**config.mk**
```make
export PLATFORM = sky130hd
export DESIGN_NAME = mix_columns_seq
export DESIGN_NICKNAME = d
export VERILOG_FILES = /design/src/rtl/mix_columns_seq.sv
export SDC_FILE = /design/constraint.sdc
export NUM_CORES = 1
export LEC_CHECK = 0
export CAP_MARGIN = 15
export CELL_PAD_IN_SITES_DETAIL_PLACEMENT = 0
export CELL_PAD_IN_SITES_GLOBAL_PLACEMENT = 1
export CORE_MARGIN = 10
export CORE_UTILIZATION = 32
export CTS_CLUSTER_DIAMETER = 100
export DETAILED_ROUTE_END_ITERATION = 6
export GPL_TIMING_DRIVEN = 0
export PLACE_DENSITY_LB_ADDON = 0.1
export REMOVE_ABC_BUFFERS = 1
export SYNTH_ARGS = -nofsm -noshare
export SYNTH_HDL_FRONTEND = slang
export SYNTH_SLANG_ARGS = --single-unit
```
**constraint.sdc**
```tcl
create_clock -name clk -period 4.4 [get_ports clk]
set_input_delay 0.88 -clock clk [delete_from_list [all_inputs] [get_ports clk]]
set_output_delay 0.88 -clock clk [all_outputs]
set_load 0.01 [all_outputs]
```
**src/rtl/mix_columns_seq.sv**
```systemverilog
// AES MixColumns / InvMixColumns, one 32-bit column per clock.
// A valid/ready handshake sits on each side and the result is held until it is taken.
module mix_columns_seq #(
   parameter int Nb = 128
) (
   input  logic          clk,
   input  logic          rst,
   input  logic          in_valid,
   output logic          in_ready,
   input  logic          inv,
   input  logic [Nb-1:0] state_in,
   output logic          out_valid,
   input  logic          out_ready,
   output logic [Nb-1:0] state_out
);
   localparam int unsigned BYTE = 8;
   localparam int unsigned WORD = 32;
   localparam int unsigned NCOL = Nb / WORD;
   localparam int unsigned CW   = (NCOL > 1) ? $clog2(NCOL) : 1;
   localparam logic [CW-1:0] LAST = CW'(NCOL - 1);

   typedef enum logic [1:0] {IDLE, BUSY, DONE} state_t;

   state_t          r_state;
   logic [CW-1:0]   r_cnt;
   logic [Nb-1:0]   r_work;
   logic            r_mode;
   logic            r_in_ready;
   logic            r_out_valid;

   logic [WORD-1:0] w_col;
   logic [WORD-1:0] w_x2, w_x4, w_x8;
   logic [WORD-1:0] w_mixed;
   logic [Nb-1:0]   w_work_nx;

   function automatic logic [BYTE-1:0] xtime(input logic [BYTE-1:0] a);
      return {a[6:0], 1'b0} ^ (a[7] ? 8'h1B : 8'h00);
   endfunction

   function automatic logic [WORD-1:0] xtime4(input logic [WORD-1:0] w);
      logic [WORD-1:0] r;
      r = '0;
      for (int unsigned k = 0; k < 4; k++) r[k*BYTE +: BYTE] = xtime(w[k*BYTE +: BYTE]);
      return r;
   endfunction

   // Rotating the word left by n bytes lines up b_(i+n) with b_i for every row.
   function automatic logic [WORD-1:0] rot(input logic [WORD-1:0] w, input int unsigned n);
      logic [WORD-1:0] r;
      r = w;
      for (int unsigned k = 0; k < n; k++) r = {r[WORD-BYTE-1:0], r[WORD-1:WORD-BYTE]};
      return r;
   endfunction

   always_comb begin
      w_col = '0;
      for (int unsigned c = 0; c < NCOL; c++)
         if (CW'(c) == r_cnt) w_col = r_work[(NCOL-1-c)*WORD +: WORD];
   end

   // Inverse coefficients 0E/0B/0D/09 differ from the forward 02/03/01/01 by
   // 8*(sum of all bytes) ^ 4*b_i ^ 4*b_(i+2), so both modes share the forward core.
   always_comb begin
      w_x2    = xtime4(w_col);
      w_x4    = xtime4(w_x2);
      w_x8    = xtime4(w_x4);
      w_mixed = w_x2 ^ rot(w_x2, 1) ^ rot(w_col, 1) ^ rot(w_col, 2) ^ rot(w_col, 3);
      if (r_mode)
         w_mixed = w_mixed ^ w_x8 ^ rot(w_x8, 1) ^ rot(w_x8, 2) ^ rot(w_x8, 3)
                 ^ w_x4 ^ rot(w_x4, 2);
   end

   always_comb begin
      w_work_nx = r_work;
      for (int unsigned c = 0; c < NCOL; c++)
         if (CW'(c) == r_cnt) w_work_nx[(NCOL-1-c)*WORD +: WORD] = w_mixed;
   end

   always_ff @(posedge clk or posedge rst) begin
      if (rst) begin
         r_state     <= IDLE;
         r_cnt       <= '0;
         r_work      <= '0;
         r_mode      <= 1'b0;
         r_in_ready  <= 1'b1;
         r_out_valid <= 1'b0;
      end else begin
         case (r_state)
            IDLE: begin
               if (in_valid) begin
                  r_work     <= state_in;
                  r_mode     <= inv;
                  r_cnt      <= '0;
                  r_in_ready <= 1'b0;
                  r_state    <= BUSY;
               end
            end
            BUSY: begin
               r_work <= w_work_nx;
               if (r_cnt == LAST) begin
                  r_out_valid <= 1'b1;
                  r_state     <= DONE;
               end else begin
                  r_cnt <= r_cnt + CW'(1);
               end
            end
            DONE: begin
               if (out_ready) begin
                  r_out_valid <= 1'b0;
                  r_in_ready  <= 1'b1;
                  r_state     <= IDLE;
               end
            end
            default: r_state <= IDLE;
         endcase
      end
   end

   assign in_ready  = r_in_ready;
   assign out_valid = r_out_valid;
   assign state_out = r_work;

endmodule

```
* After elaboration in Yosys (flattened, before gate mapping)
Cells that the tools add are included.
Word-level totals: flip-flop bits (word level) 135, output and inout port bits 130, input bits 133, word-level logic and storage cells 96
Cells by class: muxes and demuxes 36, reduce and logical (&&, ||, !) cells 14, equal/unequal tests 14, bitwise gates (word level) 22, add/subtract/negate cells 1
Operator list (count):
- $xor 32x32->32 | 10
- $mux 32 | 9
- $pmux 128 s2 | 1
- $mux 128 | 1
- $xor 8x5->8 | 12
- $mux 5 | 12
- $reduce_and 3->1 | 8
- $ne 2x2->1 const B | 8
- $mux 2 | 5
- $pmux 2 s3 | 1
- $reduce_bool 2->1 | 3
- $eq 2x2->1 const A | 2
- $eq 2x2->1 const B | 2
- $logic_not 2->1 | 2
- $mux 1 | 4
- $pmux 1 s2 | 2
- $pmux 2 s2 | 1
- $add 2x1->2 const B | 1
- $eq 1x2->1 const A | 1
- $eq 2x1->1 const B | 1
- $reduce_and 2->1 | 1

* Longest topological paths before layout
Gate-level depths: netlist (run 1).
depth in word-level cells 20, gate-level depth with buffers 16, gate-level depth less buffers 12

* Worst setup path after synthesis (run 1)
Ideal clock, no wire load.
path type reg2reg, start register r_cnt[1], end register r_work[100], in the netlist state_out[100], data arrival time 2.995 ns, setup time 0.125 ns, path buffers 2, path slack 1.280 ns, required time 4.275 ns, stages on the path, launching flop included 14, period minus slack after synthesis 3.120 ns, cell sequence dfrtp_1 > inv_1 > ha_1 > buf_6 > buf_6 > nand3b_1 > a31oi_4 > xnor2_1 > xnor3_1 > xnor2_1 > xnor2_1 > or3_1 > a21oi_2 > o21ai_1
On the way: cells in the longest elaborated chain, start to end 20, elaborated cells on any way between the ends 46, classes of those cells 4 x eq/ne; 18 x mux; 22 x bitwise; 2 x reduce/logical
RTL lines:
- start: declaration | line 25 | logic [CW-1:0] r_cnt;
- start signal: assignment | line 104 | r_cnt <= r_cnt + CW'(1);
- $logic_not 2->1 | line 58, 76
- $mux 32 (4 in series) | line 58 | if (CW'(c) == r_cnt) w_col = r_work[(NCOL-1-c)*WORD +: WORD];
- $mux 5 | line 37 | return {a[6:0], 1'b0} ^ (a[7] ? 8'h1B : 8'h00);
- $xor 8x5->8 | line 37
- $xor 32x32->32 (4 in series) | line 67 | w_mixed = w_x2 ^ rot(w_x2, 1) ^ rot(w_col, 1) ^ rot(w_col, 2) ^ rot(w_col, 3);
- $xor 32x32->32 (4 in series) | line 69 | w_mixed = w_mixed ^ w_x8 ^ rot(w_x8, 1) ^ rot(w_x8, 2) ^ rot(w_x8, 3)
- $xor 32x32->32 (2 in series) | line 70 | ^ w_x4 ^ rot(w_x4, 2);
- $mux 32 | line 68 | if (r_mode)
- $mux 32 | line 76 | if (CW'(c) == r_cnt) w_work_nx[(NCOL-1-c)*WORD +: WORD] = w_mixed;
- $pmux 128 s2 | line 88 | case (r_state)
- end signal: assignment | line 91 | r_work <= state_in;
- end signal: assignment | line 99 | r_work <= w_work_nx;
- end: declaration | line 26 | logic [Nb-1:0] r_work;
Parallel ways exist; a longest one is shown, timed or not. The select of a mux whose other input is x is not followed. A chain may end at the register's enable or synchronous reset.

* Worst setup path in the final report (run 1)
start register r_cnt[0], end register r_work[37], in the netlist state_out[37]
On the way: cells in the longest elaborated chain, start to end 19, elaborated cells on any way between the ends 43, classes of those cells 4 x eq/ne; 15 x mux; 22 x bitwise; 2 x reduce/logical
RTL lines (line):
- $logic_not 2->1 | 58
- $mux 32 (4 in series) | 58
- $xor 8x5->8 | 37
- $xor 32x32->32 (4 in series) | 67
- $xor 32x32->32 (4 in series) | 69
- $xor 32x32->32 (2 in series) | 70
- $mux 32 | 68
- $mux 32 | 76
- $pmux 128 s2 | 88
Parallel ways exist; a longest one is shown, timed or not. The select of a mux whose other input is x is not followed.

==> results of run 1 <==
==> cell families after synthesis <==
| group | count (synthesis) | synth area share [%] |
|---|---|---|
| buffers and inverters | 77 | 4.42 |
| xor gates and xnor gates | 167 | 20.2 |
| DFF | 135 | 37.7 |
| adders and majority gates | 4 | 0.558 |
| muxes | 1 | 0.153 |
| AOI/OAI and AO/OA | 343 | 23.4 |
| and+or+nand+nor | 278 | 13.6 |
==> state kept, by name (all words and copies together), names as in the netlist <==
| register | count |
|---|---|
| state_out | 128 |
| r_cnt | 2 |
| r_state | 2 |
| in_ready | 1 |
| out_valid | 1 |
| r_mode | 1 |
==> cells in the final DEF, fill, tap and decap left out, drive strengths merged, types with 15 or more instances in the layout <==
cell type,Yosys,layout
a21oi,136,136
a31oi,28,28
buf,21,21
clkbuf,44,20
clkdlybuf4s50,0,262
dfrtp,134,134
nand2,146,146
nand3b,17,17
nor2,90,90
o21ai,124,124
o22ai,23,23
xnor2,128,128
xnor3,15,15
xor2,23,23
==> worst min-delay path: cells and delay by family (launching register included) <==
kind | cells | cell delay, ns
DFF | 1 | 0.36
AOI/OAI and AO/OA | 1 | 0.06
and+or+nand+nor | 1 | 0.05
==> final cells by class <==
cell class	instances	area share (%)
repair buffers	283	23.6
well taps	378	3.70
inverters	12	0.441
clock buffers	20	3.42
clock inverters	12	0.754
flip-flops and latches	135	26.5
multi-input cells	793	41.6
==> worst min path at each step <==
| stage | start | endpoint | slack (ns) |
|---|---|---|---|
| 3_3_place_gp | state_out[29]$_DFFE_PP0P_ | state_out[29]$_DFFE_PP0P_ | 0.49 |
| 5_1_grt | state_out[12]$_DFFE_PP0P_ | state_out[12]$_DFFE_PP0P_ | 0.53 |
| 6_report | state_out[29]$_DFFE_PP0P_ | state_out[29]$_DFFE_PP0P_ | 0.51 |
| 3_5_place_dp | state_out[29]$_DFFE_PP0P_ | state_out[29]$_DFFE_PP0P_ | 0.50 |
| 2_1_floorplan | in_ready$_DFFE_PP1P_ | in_ready$_DFFE_PP1P_ | 0.53 |
| 4_1_cts | state_out[29]$_DFFE_PP0P_ | state_out[29]$_DFFE_PP0P_ | 0.51 |
==> cell usage after synthesis, drive strengths merged (15+ instances only) <==
library cell	number	share of area, %
nand2	146	6.1
a21oi	136	7.9
dfrtp	134	37
xnor2	128	14
o21ai	124	6.9
nor2	90	4.0
clkbuf	44	1.9
a31oi	28	3.2
o22ai	23	1.9
xor2	23	2.2
buf	21	2.0
nand3b	17	1.6
xnor3	15	3.8
==> per-stage QoR <==
step / util (%) / instance area (um^2) / TNS [ns]
2_1_floorplan: - / 8620 / -11.99
3_3_place_gp: 42.3 / 11700 / -560.22
3_5_place_dp: 43.6 / 12100 / -36.73
4_1_cts: 45.6 / 12600 / 0
5_1_grt: 46.1 / 12800 / 0
6_report: 46.1 / 12800 / 0
==> what timing repair did <==
item,CTS,global route
setup buffers,2,8
pin swaps,0,2
cloned,0,0
endpoints found under the hold margin,0,0
gates resized for setup,4,4
hold buffers,0,0
endpoints found under the setup margin,124,73
==> routing by layer <==
layer	track usage (%)	part of all wire, %
met1	26.3	45
met2	34.0	49
met3	5.33	5.6
met4	3.57	0.84
met5	0	0
==> results.py, run 1 <==
metrics = {
    "setup_path": {
        "crit_path_top_delay_cell": "a31oi_1",
        "critPathRequiredTime_ns": 4.69,
        "crit_buf_inv": 1,
        "crit_type": "reg2reg",
        "max_stage_delay_ns": 0.58,
        "worst-path-stages": 12,
        "crit_top_cell": "xnor3_1",
        "r2r_cells": 12,
        "critical_path.startpoint": "r_cnt[0]$_DFFE_PP0P_",
        "endpoint": "state_out[37]$_DFFE_PP0P_",
        "critPathCaptureType": "flip-flop",
        "cp-start-kind": "flip-flop",
        "worstPathCellList": "ha_2 -> buf_12 -> nand2b_4 -> o22ai_1 -> a31oi_1 -> xnor3_1 -> xnor3_1 -> xor3_1 -> nand2_1 -> xnor2_1 -> nor2_1 -> o21ai_1",
        "r2r_setup_slack_ns": 0.27,
        "arrival_ns": 4.42,
        "worstPathMaxFanout": 21,
        "r2r-end": "state_out[37]$_DFFE_PP0P_",
        "timing.rr.start": "r_cnt[0]$_DFFE_PP0P_",
        "path_delay_family": "XOR/XNOR gates",
    },
    "global_routing": {
        "grt.total_usage_pct": 20.4,
        "antenna_found_initial": 0,
        "grt_max_degree": 77,
        "grt-ovfl-total": 0,
        "grt_pass1_vias": 8484,
        "grt_pass1_wl_mm": 55.4,
    },
    "logic_synthesis": {
        "syn_inst": 1005,
        "ys_ff_latch": 135,
        "syn_area_mm2": 0.00897,
        "synth-edff-count": 0,
        "synth.distinct_cells": 58,
        "yosys_warnings": 0,
        "syn_area_per_cell_um2": 8.93,
        "async_flop_share_pct": 100,
        "synth-main-ff-cell": "dfrtp_1",
        "synth_seq_area_share_pct": 37.7,
    },
    "clock_network": {
        "clock_path_buffers": 2,
        "cts_tree": "yes",
        "path_clk_slew_ns": 0.07,
        "insertion_delay_ns": 0.43,
        "cts_buffers": 17,
        "htree_num_levels": 4,
        "root_buffer": "clkbuf_16",
        "cts_num_sinks": 135,
    },
    "placement": {
        "hpwlAfterDp_mm": 26.0,
        "placed_cells": 1591,
        "dp_slack_ns": -0.624,
        "finalWeightedCongestion": 0.802,
        "port_buffers": 262,
    },
    "detailed_routing": {
        "route.detailed.drc": 0,
        "drt-initial-drc-count": 473,
        "wl_per_cell_um": 22.7,
        "drtPass1Iterations": 4,
        "vias": 8248,
        "vias_per_cell": 5.05,
        "wl_mm": 37.1,
        "ant_nets": 0,
    },
    "layout": {
        "layout-drive-gt1-share_pct": 9.72,
        "synthToLayoutAreaGrowth_pct": 42.4,
        "nFillCells": 2740,
        "regArea_mm2": 0.00338,
        "fin_cells": 1633,
        "fin_nets": 1379,
        "num_antenna_cells": 0,
        "multi_input_area_mm2": 0.00531,
    },
    "run": {
        "drv_cap": 0,
    },
    "floorplanning": {
        "initial_core_util_pct": 32.4,
        "core_mm2": 0.0277,
        "die_y_um": 187,
        "die_width_um": 187,
        "rows": 61,
        "top_level_ports": 263,
        "die_area_mm2": 0.0351,
    },
    "min_path": {
        "holdPathStages": 2,
        "hold_class": "reg2reg",
    },
    "run_status": {
        "outcome": "completed",
    },
    "sta": {
        "finalCritPeriodShare_pct": 93.8,
        "worstMarginPinSlew_ns": 0.932,
        "period_needed_ns": 4.13,
        "relSlewSlack_pct": 37.6,
        "fin_ws_ns": 0.271,
        "rsz0062_at_grt": "no",
        "fmax_mhz": 242,
        "finalHoldViolCount": 0,
        "finClkSkew_ns": 0.0192,
        "setup_viol": 0,
        "final_max_slew_viol_count": 0,
        "hold_slack_ns": 0.506,
    },
}
Power of run 1 is left out: the tool's default activity adds up to more than one toggle a clock period on the data nets, which glitch-free logic cannot reach.
==> inputs of run 2 (changes only) <==
--- a/config.mk
+++ b/config.mk
@@ -9,7 +9,7 @@
 export CELL_PAD_IN_SITES_DETAIL_PLACEMENT = 0
 export CELL_PAD_IN_SITES_GLOBAL_PLACEMENT = 1
 export CORE_MARGIN = 10
-export CORE_UTILIZATION = 32
+export CORE_UTILIZATION = 24
 export CTS_CLUSTER_DIAMETER = 100
 export DETAILED_ROUTE_END_ITERATION = 6
 export GPL_TIMING_DRIVEN = 0
==> results.py, run 2 (same netlist as run 1, synthesis figures left out) <==
metrics = {
    "setup_path": {
        "crit_path_top_delay_cell": "a21oi_1",
        "critical_path.startpoint": "r_cnt[0]$_DFFE_PP0P_",
        "worstPathMaxFanout": 19,
        "cp-start-kind": "flip-flop",
        "critPathRequiredTime_ns": 4.70,
        "arrival_ns": 4.42,
        "max_stage_delay_ns": 0.47,
        "critPathCaptureType": "flip-flop",
        "crit_top_cell": "xor2_1",
        "r2r_setup_slack_ns": 0.29,
        "r2r_cells": 12,
        "worstPathCellList": "inv_1 -> ha_4 -> nand2b_4 -> o22ai_1 -> a311oi_1 -> a211o_1 -> xor2_1 -> xnor2_2 -> xor2_1 -> nand3_1 -> a21oi_1 -> o21ai_0",
        "timing.rr.start": "r_cnt[0]$_DFFE_PP0P_",
        "crit_type": "reg2reg",
        "endpoint": "state_out[20]$_DFFE_PP0P_",
        "r2r-end": "state_out[20]$_DFFE_PP0P_",
    },
    "clock_network": {
        "htree_num_levels": 4,
        "insertion_delay_ns": 0.45,
        "cts_tree": "yes",
        "cts_num_sinks": 135,
        "clock_path_buffers": 2,
        "root_buffer": "clkbuf_16",
        "cts_buffers": 17,
        "path_clk_slew_ns": 0.06,
    },
    "floorplanning": {
        "die_area_mm2": 0.0455,
        "die_width_um": 213,
        "rows": 70,
        "die_y_um": 213,
        "top_level_ports": 263,
        "core_mm2": 0.0368,
        "initial_core_util_pct": 24.4,
    },
    "placement": {
        "port_buffers": 262,
        "finalWeightedCongestion": 0.770,
        "hpwlAfterDp_mm": 29.6,
    },
    "global_routing": {
        "grt_pass1_wl_mm": 60.0,
        "antenna_found_initial": 0,
        "grt_max_degree": 74,
        "grt_pass1_vias": 8792,
        "grt.total_usage_pct": 17.9,
        "grt-ovfl-total": 0,
    },
    "detailed_routing": {
        "vias": 8227,
        "wl_per_cell_um": 23.7,
        "route.detailed.drc": 0,
        "ant_nets": 0,
        "drtPass1Iterations": 7,
        "wl_mm": 40.9,
        "vias_per_cell": 4.77,
        "drt-initial-drc-count": 325,
    },
    "layout": {
        "synthToLayoutAreaGrowth_pct": 45.5,
        "num_antenna_cells": 0,
        "largest_reg_flops": 128,
        "fin_nets": 1382,
        "utilization_pct": 35.5,
        "nFillCells": 3886,
        "final_common_cell": "clkdlybuf4s50_1",
        "layout.cells.most_common_list": "clkdlybuf4s50_1, nand2_1, dfrtp_1",
        "layout-drive-gt1-share_pct": 10.2,
    },
    "sta": {
        "worstMarginPinSlew_ns": 0.944,
        "hold_slack_ns": 0.510,
        "finalCritPeriodShare_pct": 93.4,
        "period_needed_ns": 4.11,
        "fmax_mhz": 243,
        "rsz0062_at_grt": "no",
        "finClkSkew_ns": 0.00998,
        "final_max_slew_viol_count": 0,
        "setup_viol": 0,
        "relSlewSlack_pct": 36.8,
        "finalHoldViolCount": 0,
    },
    "run": {
        "drv_cap": 0,
    },
    "min_path": {
        "hold_class": "reg2reg",
    },
    "run_status": {
        "outcome": "completed",
    },
}
## run 2: per-stage QoR
stage | instance area, um^2 | setup WS (ns) | cells | setup TNS (ns)
2_1_floorplan | 8620 | -0.0895 | 940 | -11.99
3_3_place_gp | 11800 | -2.88 | 1670 | -657.31
3_5_place_dp | 12200 | -0.783 | 1681 | -51.23
4_1_cts | 12900 | 0.0529 | 1717 | 0
5_1_grt | 13000 | 0.00591 | 1726 | 0
6_report | 13000 | 0.289 | 1726 | 0
## run 2: how the worst min path moves through the flow
| stage | from | to | slack [ns] | depth (start not counted) |
|---|---|---|---|---|
| after global placement | state_out[20]$_DFFE_PP0P_ | state_out[20]$_DFFE_PP0P_ | 0.49 | 2 |
| after detailed placement | state_out[20]$_DFFE_PP0P_ | state_out[20]$_DFFE_PP0P_ | 0.50 | 2 |
| after global routing | state_out[15]$_DFFE_PP0P_ | state_out[15]$_DFFE_PP0P_ | 0.54 | 2 |
| final | state_out[49]$_DFFE_PP0P_ | state_out[49]$_DFFE_PP0P_ | 0.51 | 2 |
| after floorplan | in_ready$_DFFE_PP1P_ | in_ready$_DFFE_PP1P_ | 0.53 | 2 |
| after CTS | state_out[49]$_DFFE_PP0P_ | state_out[49]$_DFFE_PP0P_ | 0.52 | 2 |
## run 2: repair_timing
action                                  CTS  global route
pin swaps                                 0             2
gates resized for setup                   8             2
hold buffers                              0             0
buffers inserted                          4             9
endpoints found under the setup margin  124            34
## run 2: critical path: cells and delay by family, from the launching register on
kind / cells / cell delay, ns
DFF: 1 / 0.45
xor gates and xnor gates: 3 / 0.87
and+or+nand+nor: 2 / 0.41
adders and majority gates: 1 / 0.43
AOI/OAI and AO/OA: 5 / 1.55
buffers and inverters: 1 / 0.23
## run 2: metal layers
layer  track usage [%]  share of wire (%)  vias to the layer above
met5                 0                  0                        -
met4              4.01               0.88                        0
met3              3.68                5.4                       20
met2              30.0                 49                      192
met1              23.1                 45                     4061
li1                  -                  -                     3954
## run 2: cell type report
cell class	count	area [um^2]	share of cell area, %
Clock buffer	19	433	3.32
Multi-Input combinational cell	793	5340	40.9
Inverter	12	56.3	0.431
Sequential cell	135	3380	25.9
Timing Repair Buffer	286	3050	23.4
Clock inverter	13	204	1.56
Tap cell	468	586	4.49
Power of run 2 is left out for the same reason.
==> inputs of run 3 (changes only) <==
--- a/config.mk
+++ b/config.mk
@@ -15,6 +15,7 @@
 export GPL_TIMING_DRIVEN = 0
 export PLACE_DENSITY_LB_ADDON = 0.1
 export REMOVE_ABC_BUFFERS = 1
+export SETUP_SLACK_MARGIN = 0.5
 export SYNTH_ARGS = -nofsm -noshare
 export SYNTH_HDL_FRONTEND = slang
 export SYNTH_SLANG_ARGS = --single-unit
==> results.py, run 3 (same netlist as run 1, synthesis figures left out) <==
metrics = {
    "run_status": {
        "outcome": "completed",
    },
    "layout": {
        "multi_input_area_mm2": 0.00543,
        "num_antenna_cells": 0,
        "nFillCells": 3848,
        "layout-drive-gt1-share_pct": 12.9,
        "fin_nets": 1410,
        "regArea_mm2": 0.00338,
        "fin_cells": 1754,
        "layout.cells.most_common_list": "clkdlybuf4s50_1, nand2_1, dfrtp_1",
        "utilization_pct": 36.4,
        "final_common_cell": "clkdlybuf4s50_1",
        "largest_reg_flops": 128,
        "synthToLayoutAreaGrowth_pct": 49.3,
    },
    "clock_network": {
        "cts_hold_buffers": 0,
        "path_clk_slew_ns": 0.07,
        "htree_num_levels": 4,
        "cts_buffers": 17,
        "root_buffer": "clkbuf_16",
        "insertion_delay_ns": 0.45,
        "clock_path_buffers": 2,
        "cts_tree": "yes",
        "cts_num_sinks": 135,
    },
    "sta": {
        "rsz0062_at_grt": "no",
        "final_max_slew_viol_count": 0,
        "setup_viol": 0,
        "finalHoldViolCount": 0,
        "relSlewSlack_pct": 36.9,
        "fin_ws_ns": 0.679,
        "finClkSkew_ns": 0.0105,
        "worstMarginPinSlew_ns": 0.943,
        "finalCritPeriodShare_pct": 84.6,
        "fmax_mhz": 269,
        "period_needed_ns": 3.72,
    },
    "min_path": {
        "hold_class": "reg2reg",
    },
    "global_routing": {
        "grt.total_usage_pct": 18.3,
        "grt_max_degree": 74,
        "grt_pass1_wl_mm": 61.2,
        "antenna_found_initial": 0,
        "grt_pass1_vias": 8939,
        "grt-ovfl-total": 0,
    },
    "detailed_routing": {
        "ant_nets": 0,
        "vias": 8340,
        "wl_mm": 41.6,
        "vias_per_cell": 4.75,
        "wl_per_cell_um": 23.7,
        "drt-initial-drc-count": 334,
        "route.detailed.drc": 0,
        "drtPass1Iterations": 4,
    },
    "setup_path": {
        "arrival_ns": 4.09,
        "worstPathCellList": "inv_2 -> ha_4 -> buf_4 -> nor2_8 -> buf_4 -> a31oi_4 -> xnor2_4 -> xnor3_2 -> xnor3_1 -> mux2i_2 -> xnor2_1 -> nand2_1 -> a21oi_1",
        "critPathCaptureType": "flip-flop",
        "worstPathMaxFanout": 7,
        "crit_type": "reg2reg",
        "cp-start-kind": "flip-flop",
        "critPathRequiredTime_ns": 4.77,
        "crit_top_cell": "buf_4",
        "crit_path_top_delay_cell": "xnor3_2",
        "max_stage_delay_ns": 0.54,
    },
    "floorplanning": {
        "die_width_um": 213,
        "die_y_um": 213,
        "initial_core_util_pct": 24.4,
        "rows": 70,
        "die_area_mm2": 0.0455,
        "core_mm2": 0.0368,
        "top_level_ports": 263,
    },
    "placement": {
        "placed_cells": 1681,
        "finalWeightedCongestion": 0.770,
        "dp_slack_ns": -0.783,
        "port_buffers": 262,
        "hpwlAfterDp_mm": 29.6,
    },
    "run": {
        "drv_cap": 0,
    },
}
-- run 3: changes by cell type in the layout (fill, tap and decap cells not counted), sizes merged --
| cell | previous run | this run |
|---|---|---|
| buf | 24 | 52 |
-- run 3: layout make-up --
cell class	instances	share of cell area, %
Timing Repair Buffer	314	24.7
Clock inverter	13	1.52
Clock buffer	19	3.23
Sequential cell	135	25.2
Inverter	12	0.439
Multi-Input combinational cell	793	40.5
Tap cell	468	4.37
-- run 3: critical path: cells and delay by family, from the launching register on --
family	cells	cell delay, ns
compound gates	2	0.54
xor+xnor	4	1.34
fa+ha+maj	1	0.24
buf+inv	3	0.53
flops	1	0.46
mux	1	0.32
simple gates	2	0.20
-- run 3: worst paths after layout --
kind | from | end | slack, ns | depth (start not counted)
setup / recovery | r_cnt[0]$_DFFE_PP0P_ | state_out[124]$_DFFE_PP0P_ | 0.68 | 13
hold / removal | state_out[49]$_DFFE_PP0P_ | state_out[49]$_DFFE_PP0P_ | 0.51 | 2
setup reg to reg | r_cnt[0]$_DFFE_PP0P_ | state_out[124]$_DFFE_PP0P_ | 0.68 | 13
hold reg to reg | state_out[49]$_DFFE_PP0P_ | state_out[49]$_DFFE_PP0P_ | 0.51 | 2
max in group asynchronous | rst | state_out[71]$_DFFE_PP0P_ | 2.66 | 3
min in group asynchronous | rst | out_valid$_DFFE_PP0P_ | 0.90 | 2
-- run 3: metrics by stage --
stage                     TNS, ns  hold slack [ns]  area [um^2]
after detailed placement   -51.23            0.501        12200
after floorplan            -11.99            0.531         8620
after global placement    -657.31            0.492        11800
after global routing            0            0.544        13400
after CTS                       0            0.515        13200
final                           0            0.507        13400
-- run 3: layer usage --
layer	track usage (%)	wire (um)	part of all wire [%]	up-vias
met5	0	0	0	-
met4	4.45	393	0.94	0
met3	3.71	1980	4.7	21
met2	30.5	20500	49	185
met1	23.7	18800	45	4129
li1	-	-	-	4005
-- run 3: what timing repair did --
| action | CTS | global route |
|---|---|---|
| endpoints found under the hold margin | 0 | 0 |
| setup endpoints to repair | 128 | 73 |
| gates cloned | 0 | 0 |
| pin swaps | 6 | 5 |
| setup buffers | 25 | 16 |
| resized for setup | 17 | 9 |
Power of run 3 is left out for the same reason.
